[config.mk]
export PLATFORM = sky130hd
export DESIGN_NAME = fft32_bin_serializer_flat
export DESIGN_NICKNAME = d
export VERILOG_FILES = /design/src/rtl/fft32_bin_serializer_if.sv /design/src/rtl/fft32_bin_serializer.sv /design/src/flat_wrapper.sv
export SDC_FILE = /design/constraint.sdc
export NUM_CORES = 1
export LEC_CHECK = 0
export BUFFER_PORTS_ARGS = -buffer_cell sky130_fd_sc_hd__buf_2
export CAP_MARGIN = 20
export CELL_PAD_IN_SITES_DETAIL_PLACEMENT = 0
export CELL_PAD_IN_SITES_GLOBAL_PLACEMENT = 1
export CORE_ASPECT_RATIO = 1.1
export CORE_MARGIN = 2
export CORE_UTILIZATION = 55
export CTS_BUF_LIST = sky130_fd_sc_hd__clkbuf_8
export CTS_CLUSTER_DIAMETER = 30
export DETAILED_ROUTE_END_ITERATION = 8
export HOLD_SLACK_MARGIN = 0.03
export MAX_ROUTING_LAYER = met4
export PLACE_DENSITY_LB_ADDON = 0.12
export SLEW_MARGIN = 10
export SYNTH_ARGS = -nofsm -noshare
export SYNTH_HDL_FRONTEND = slang
export SYNTH_SLANG_ARGS = --single-unit
[constraint.sdc]
create_clock -name clk -period 162.6 [get_ports clk]
set_input_delay 32.52 -clock clk [delete_from_list [all_inputs] [get_ports clk]]
set_output_delay 32.52 -clock clk [all_outputs]
set_load 0.1 [all_outputs]
[src/rtl/fft32_bin_serializer_if.sv]
// Handshake bundle for the FFT bin serializer: parallel frame in, one complex bin per beat out.
interface fft32_bin_serializer_if #(
  parameter int N = 32,
  parameter int W = 11
);
  logic                in_valid;
  logic [N*W-1:0]      in_real;
  logic [N*W-1:0]      in_imag;
  logic                in_ready;
  logic                out_valid;
  logic                out_ready;
  logic signed [W-1:0] out_real;
  logic signed [W-1:0] out_imag;
  logic [4:0]          out_index;
  logic                out_last;
  logic                overflow;
  logic [7:0]          drop_count;

  modport master (
    output in_valid, in_real, in_imag, out_ready,
    input  in_ready, out_valid, out_real, out_imag, out_index, out_last,
           overflow, drop_count
  );

  modport slave (
    input  in_valid, in_real, in_imag, out_ready,
    output in_ready, out_valid, out_real, out_imag, out_index, out_last,
           overflow, drop_count
  );
endinterface

[src/rtl/fft32_bin_serializer.sv]
// Ping-pong buffered serializer: captures a 32-bin complex frame in one cycle and
// streams it out one bin per accepted beat; frames arriving with both buffers full are dropped.
module fft32_bin_serializer #(
  parameter int N = 32,
  parameter int W = 11
) (
  input logic                  clk,
  input logic                  rst,
  fft32_bin_serializer_if.slave bus
);

  logic signed [W-1:0] buf_re [2][N];
  logic signed [W-1:0] buf_im [2][N];

  logic       wr_buf;
  logic       rd_buf;
  logic [1:0] count;
  logic [4:0] idx;
  logic       overflow_q;
  logic [7:0] drop_q;

  logic accept;
  logic xfer;
  logic fin;
  logic drop;

  // Handshake flags come only from registered occupancy, never from the inputs.
  assign bus.in_ready   = (count < 2'd2);
  assign bus.out_valid  = (count != 2'd0);
  assign bus.out_real   = buf_re[rd_buf][idx];
  assign bus.out_imag   = buf_im[rd_buf][idx];
  assign bus.out_index  = idx;
  assign bus.out_last   = (idx == 5'd31);
  assign bus.overflow   = overflow_q;
  assign bus.drop_count = drop_q;

  assign accept = bus.in_valid && bus.in_ready;
  assign drop   = bus.in_valid && !bus.in_ready;
  assign xfer   = bus.out_valid && bus.out_ready;
  assign fin    = xfer && (idx == 5'd31);

  always_ff @(posedge clk) begin
    if (rst) begin
      count      <= 2'd0;
      idx        <= 5'd0;
      wr_buf     <= 1'b0;
      rd_buf     <= 1'b0;
      overflow_q <= 1'b0;
      drop_q     <= 8'd0;
    end else begin
      if (accept) wr_buf <= ~wr_buf;
      if (xfer) begin
        idx <= idx + 5'd1;
        if (fin) rd_buf <= ~rd_buf;
      end
      // Capture and final-bin release on the same edge cancel out.
      case ({accept, fin})
        2'b10:   count <= count + 2'd1;
        2'b01:   count <= count - 2'd1;
        default: count <= count;
      endcase
      overflow_q <= drop;
      if (drop && (drop_q != 8'hFF)) drop_q <= drop_q + 8'd1;
    end
  end

  // Frame storage carries no reset; validity is tracked by count alone.
  always_ff @(posedge clk) begin
    if (!rst && accept) begin
      for (int k = 0; k < N; k++) begin
        buf_re[wr_buf][k] <= bus.in_real[W*k +: W];
        buf_im[wr_buf][k] <= bus.in_imag[W*k +: W];
      end
    end
  end

endmodule

[src/flat_wrapper.sv]
// flat-port wrapper written by rule: the top's interface ports become plain ports
module fft32_bin_serializer_flat 
#(
  parameter int N = 32,
  parameter int W = 11
)
  (clk, rst, bus_in_valid, bus_in_real, bus_in_imag, bus_out_ready, bus_in_ready, bus_out_valid, bus_out_real, bus_out_imag, bus_out_index, bus_out_last, bus_overflow, bus_drop_count);
  fft32_bin_serializer_if #(.N(N), .W(W)) bus_i ();
  input logic clk;
  input logic rst;
  input wire logic [$bits(bus_i.in_valid)-1:0] bus_in_valid;
  input wire logic [$bits(bus_i.in_real)-1:0] bus_in_real;
  input wire logic [$bits(bus_i.in_imag)-1:0] bus_in_imag;
  input wire logic [$bits(bus_i.out_ready)-1:0] bus_out_ready;
  output wire logic [$bits(bus_i.in_ready)-1:0] bus_in_ready;
  output wire logic [$bits(bus_i.out_valid)-1:0] bus_out_valid;
  output wire logic [$bits(bus_i.out_real)-1:0] bus_out_real;
  output wire logic [$bits(bus_i.out_imag)-1:0] bus_out_imag;
  output wire logic [$bits(bus_i.out_index)-1:0] bus_out_index;
  output wire logic [$bits(bus_i.out_last)-1:0] bus_out_last;
  output wire logic [$bits(bus_i.overflow)-1:0] bus_overflow;
  output wire logic [$bits(bus_i.drop_count)-1:0] bus_drop_count;
  assign bus_i.in_valid = bus_in_valid;
  assign bus_i.in_real = bus_in_real;
  assign bus_i.in_imag = bus_in_imag;
  assign bus_i.out_ready = bus_out_ready;
  assign bus_in_ready = bus_i.in_ready;
  assign bus_out_valid = bus_i.out_valid;
  assign bus_out_real = bus_i.out_real;
  assign bus_out_imag = bus_i.out_imag;
  assign bus_out_index = bus_i.out_index;
  assign bus_out_last = bus_i.out_last;
  assign bus_overflow = bus_i.overflow;
  assign bus_drop_count = bus_i.drop_count;
  fft32_bin_serializer #(.N(N), .W(W)) u_core (.clk(clk), .rst(rst), .bus(bus_i));
endmodule
=== Word-level counts from Yosys, hierarchy flattened ===
Memories as Yosys holds them, arrays and structs flattened. A register that Yosys moved wholly into a read port is not among the register bits.
Index checks and enable logic that the tools add are counted.

* Bits in registers: 18
* Memories kept: 2
* Output and inout bits: 39
* Input port bits: 708
* Bits in writable memories: 1,408

* Reduce and logical (&&, ||, !) cells: 11
* Equality and inequality tests: 4
* Bitwise logic cells: 3
* Magnitude comparators: 2
* Mux-type cells: 13
* Add/subtract/negate cells: 4

{| class="wikitable"
|+ Memory list
! memory !! depth !! bits a word !! rd ports !! clocked after memory_dff !! write ports !! RTL line !! text
|-
| u_core.buf_im || 2 || 352 || 1 || 1 || 1 || fft32_bin_serializer.sv:13 || <nowiki>logic signed [W-1:0] buf_im [2][N];</nowiki>
|-
| u_core.buf_re || 2 || 352 || 1 || 1 || 1 || fft32_bin_serializer.sv:12 || <nowiki>logic signed [W-1:0] buf_re [2][N];</nowiki>
|}

{| class="wikitable"
|+ Operator list
! operator !! count
|-
| $bmux 11 s5 || 2
|-
| $mux 11 || 4
|-
| $add 8x1->8 const B || 1
|-
| $ne 8x8->1 const B || 1
|-
| $ge 6x6->1 const B || 1
|-
| $logic_and 1x1->1 || 6
|-
| $mux 1 || 6
|-
| $not 5->6 || 1
|-
| $add 5x1->5 const B || 1
|-
| $eq 5x5->1 const B || 1
|-
| $pmux 2 s2 || 1
|-
| $reduce_bool 2->1 || 2
|-
| $add 2x1->2 const B || 1
|-
| $eq 2x1->1 const B || 1
|-
| $eq 2x2->1 const B || 1
|-
| $logic_not 1->1 || 2
|-
| $lt 2x2->1 const B || 1
|-
| $not 1->1 || 2
|-
| $reduce_and 2->1 || 1
|-
| $sub 2x1->2 const B || 1
|}

=== Longest topological paths before layout ===
* Depth in word-level cells: 6
* Mapped depth: 10
* Mapped depth without buffers: 8

=== Worst setup path after synthesis ===
No wires, ideal clock.

* Kind: input -> register
* Start: input rst
* End: memory u_core.buf_im[1][0] in the netlist's numbering, enable pin
* Path slack: 76.598 ns
* Arrival time: 83.206 ns
* Setup time: 2.796 ns
* Buffers on the path: 0
* Data required time: 159.804 ns
* Cell stages on the path: 1
* Cell sequence: nor3b_1

* Cells in the longest elaborated chain, start to end: 4

{| class="wikitable"
|+ Ends and longest elaborated chain
! what !! RTL line !! text
|-
| start: declaration || flat_wrapper.sv:10 || <nowiki>input logic rst;</nowiki>
|-
| $logic_not 1->1 || fft32_bin_serializer.sv:69 || <nowiki>if (!rst && accept) begin</nowiki>
|-
| $logic_and 1x1->1 || fft32_bin_serializer.sv:69 ||
|-
| $mux 1 || fft32_bin_serializer.sv:69 ||
|-
| $mux 1 (not written as such) || fft32_bin_serializer.sv:72 || <nowiki>buf_im[wr_buf][k] <= bus.in_imag[W*k +: W];</nowiki>
|-
| end: declaration || fft32_bin_serializer.sv:13 ||
|}

Every way passes these cells.

=== Final worst setup path ===
* Start: register u_core.idx[0], in the netlist u_core.bus.out_index[0]
* End: output bus_out_imag[6]

* Cells in the longest elaborated chain, start to end: 4

{| class="wikitable"
|+ Ends and longest elaborated chain
! what !! RTL line !! text
|-
| start: declaration || fft32_bin_serializer.sv:18 || <nowiki>logic [4:0] idx;</nowiki>
|-
| start signal: assignment || fft32_bin_serializer.sv:53 || <nowiki>idx <= idx + 5'd1;</nowiki>
|-
| $not 5->6 (not written as such) || fft32_bin_serializer.sv:31 || <nowiki>assign bus.out_imag = buf_im[rd_buf][idx];</nowiki>
|-
| $bmux 11 s5 || fft32_bin_serializer.sv:31 ||
|-
| $mux 11 (not written as such) (2 in a row) || fft32_bin_serializer.sv:31 ||
|-
| end: declaration || flat_wrapper.sv:18 || <nowiki>output wire logic [$bits(bus_i.out_imag)-1:0] bus_out_imag;</nowiki>
|}

Every way passes these cells. The select of a mux whose other input is x is not followed.

==> flow_metrics.env <==
export IMPL_track_usage_pct=29.6
export IMPL_synth_cells=2359
export IMPL_post_cts_setup_buffer_count=0
export IMPL_grt_pass1_vias=30520
export IMPL_die_h_um=334
export IMPL_ys_async_sr_fraction_pct=0
export IMPL_worstSetupPathType="reg -> out"
export IMPL_setup_tns_ps=0
export IMPL_cts_sinks=1427
export IMPL_worstPathArrival_ps=5870
export IMPL_design_core_area_um2=98600
export IMPL_ys_types=43
export IMPL_wl_mm=146
export IMPL_rsz0062_at_grt="false"
export IMPL_syn_cell_area_um2=54400
export IMPL_drive_gt1_share_pct=45.0
export IMPL_hold_path_class="reg -> reg"
export IMPL_fin_crit_ps=38390
export IMPL_die_x_um=304
export IMPL_worst_pin_slew_ps=1160
export IMPL_synth_edf_count=1408
export IMPL_peakVddDrop_uv=8.03
export IMPL_vias_per_cell=5.90
export IMPL_cts_hold_buffers=0
export IMPL_cts_resized_gates=0
export IMPL_seq_area_frac_synth_pct=78.4
export IMPL_ys_warnings_count=0
export IMPL_htreeDepth=5
export IMPL_timing_final_crit_share_pct=23.6
export IMPL_root_buffer="clkbuf_8"
export IMPL_overflow=0
export IMPL_avgSynthCellArea_um2=23.1
export IMPL_ys_flop_type="edfxtp_1"
export IMPL_hold_worst_slack_ps=515
export IMPL_dr_first_iter_drc_count=2863
export IMPL_synth_ff_latch_count=1427
export IMPL_portBuffers=746
export IMPL_p_leak_uw=0.0220
export IMPL_hpwl_mm=99.9
export IMPL_vias=28842
export IMPL_relSlewSlack_pct=22.8
export IMPL_rows=121
export IMPL_grt_max_degree=180
export IMPL_globalplace_congestion=0.842
export IMPL_crit_required_ps=130080
export IMPL_power_density_nw_per_um2=13.0
export IMPL_synth_nets=3071
export IMPL_antenna_found_initial=137
export IMPL_initial_core_util_pct=55.2
export IMPL_clock_latency_ps=970
export IMPL_final_common_cell="edfxtp_1"
export IMPL_cts_tree="yes"
export IMPL_cts_buffer_depth=4
export IMPL_critPathLaunchType="flop"
export IMPL_end_kind="output pin"
export IMPL_area_growth_syn_to_layout_pct=20.2
export IMPL_die_area_um2=102000
export IMPL_grt_pass1_wl_mm=205
export IMPL_maxCapViolations=0
export IMPL_ant_nets=0
export IMPL_cts_buffers=287
export IMPL_drtPass1Iterations=5
export IMPL_status="finished, final reports clean"
export IMPL_clk_pin_slew_worst_paths_ps=60
export IMPL_hold_viol_final=0
export IMPL_fin_worst_skew_ps=51.0
export IMPL_nNetsFinal=4019
export IMPL_wl_per_cell_um=29.8
export IMPL_post_route_drc_count=0
export IMPL_fin_util_pct=66.4
export IMPL_setup_viol=0
export IMPL_io_pins=747
export IMPL_fmax_mhz=26.1
export IMPL_cp_max_fo=152
export IMPL_maxSlewViolCount=0
export IMPL_mostFrequentLayoutCells="1408 x edfxtp_1, 748 x buf_2, 338 x mux4_2"
## final timing paths
| path | cells past startpoint | start | end | slack, ps |
|---|---|---|---|---|
| hold / removal | 2 | u_core.bus.drop_count[1] | u_core.bus.drop_count[1] | 520 |
| setup reg to reg | 8 | u_core.count[1] | u_core.buf_re[0][332] | 157960 |
| hold reg to reg | 2 | u_core.bus.drop_count[1] | u_core.bus.drop_count[1] | 520 |
| setup / recovery | 8 | u_core.bus.out_index[0] | bus_out_imag[6] | 124210 |
## critical path, cell delays in order, from the launching register on
cell and delay (ps):
dfxtp_4 790, buf_12 690, buf_4 950, mux4_2 370, mux2_2 200, o22ai_1 160, nor4_1 850, a41o_1 180
buf_2 450
## logic make-up (layout without fill, tap and decap cells)
logic type                 count (synthesis)  count (layout)  share of synthesized area [%]
AOI/OAI and AO/OA                        192             192                           2.40
other                                      0              91                              0
muxes                                    464             464                           16.4
DFF                                     1427            1427                           78.4
buffers and inverters                    132            1281                           1.35
adders and majority gates                  4               4                         0.0919
xor gates and xnor gates                  13              13                          0.209
and+or+nand+nor                          127             127                           1.16
## sequential cells by signal (all words and copies together), names as in the netlist, named ones only
register,cells
u_core.buf_im,704
u_core.buf_re,704
u_core.bus.drop_count,8
u_core.bus.out_index,5
u_core.bus.overflow,1
u_core.count,2
u_core.rd_buf,1
u_core.wr_buf,1
## cell usage after synthesis, drive strengths merged (4+ instances only)
cell | number | area, µm²
nand2b | 4 | 25.0
buf | 80 | 538
nor4 | 14 | 87.6
nor2 | 18 | 67.6
clkbuf | 50 | 188
xnor2 | 6 | 52.6
a2111oi | 5 | 43.8
o21bai | 4 | 30.0
mux4 | 338 | 7610
or3 | 4 | 25.0
a211oi | 25 | 188
nand2 | 42 | 158
a41o | 14 | 140
dfxtp | 19 | 380
mux2i | 74 | 741
o22ai | 57 | 357
edfxtp | 1408 | 42300
mux2 | 52 | 586
xor2 | 7 | 61.3
o21ai | 36 | 180
nor3 | 6 | 30.0
a21oi | 17 | 85.1
a211o | 5 | 43.8
a31o | 5 | 43.8
ha | 4 | 50.1
nor2b | 22 | 138
nand3 | 4 | 20.0
a22oi | 14 | 105
## routing by layer
metal / global-route usage (%) / wire length (µm) / vias up
met4: 10.1 / 4250 / 0
met5: - / 0 / -
li1: - / - / 12218
met1: 35.9 / 55000 / 14876
met3: 9.84 / 13200 / 335
met2: 47.2 / 73300 / 1413
## power by group
part           switching, µW  internal [µW]  total (µW)
logic                   38.4           23.6        62.0
registers               4.38            424         429
clock network            150            212         362
total                    193            659         853
## area by class of cell
cell class	instances	area, µm²
Sequential cell	1427	42700
Tap cell	1291	1620
Fill cell	6571	33100
Inverter	2	7.51
Multi-Input combinational cell	800	11100
Timing Repair Buffer	789	4180
Clock buffer	293	4030
Antenna cell	91	228
Clock inverter	197	1660
## metrics by stage
| step | power [µW] | cells | area [µm²] | setup slack, ps |
|---|---|---|---|---|
| after global routing | 880 | 4873 | 65400 | 124120 |
| final | 853 | 4890 | 65500 | 124210 |
| after floorplan | 502 | 2359 | 54400 | 76600 |
| after global placement | 495 | 4305 | 59500 | 125250 |
| after detailed placement | 498 | 4306 | 59500 | 125250 |
| after CTS | 859 | 4796 | 65200 | 124250 |
Power figures use the tool's default switching activity.
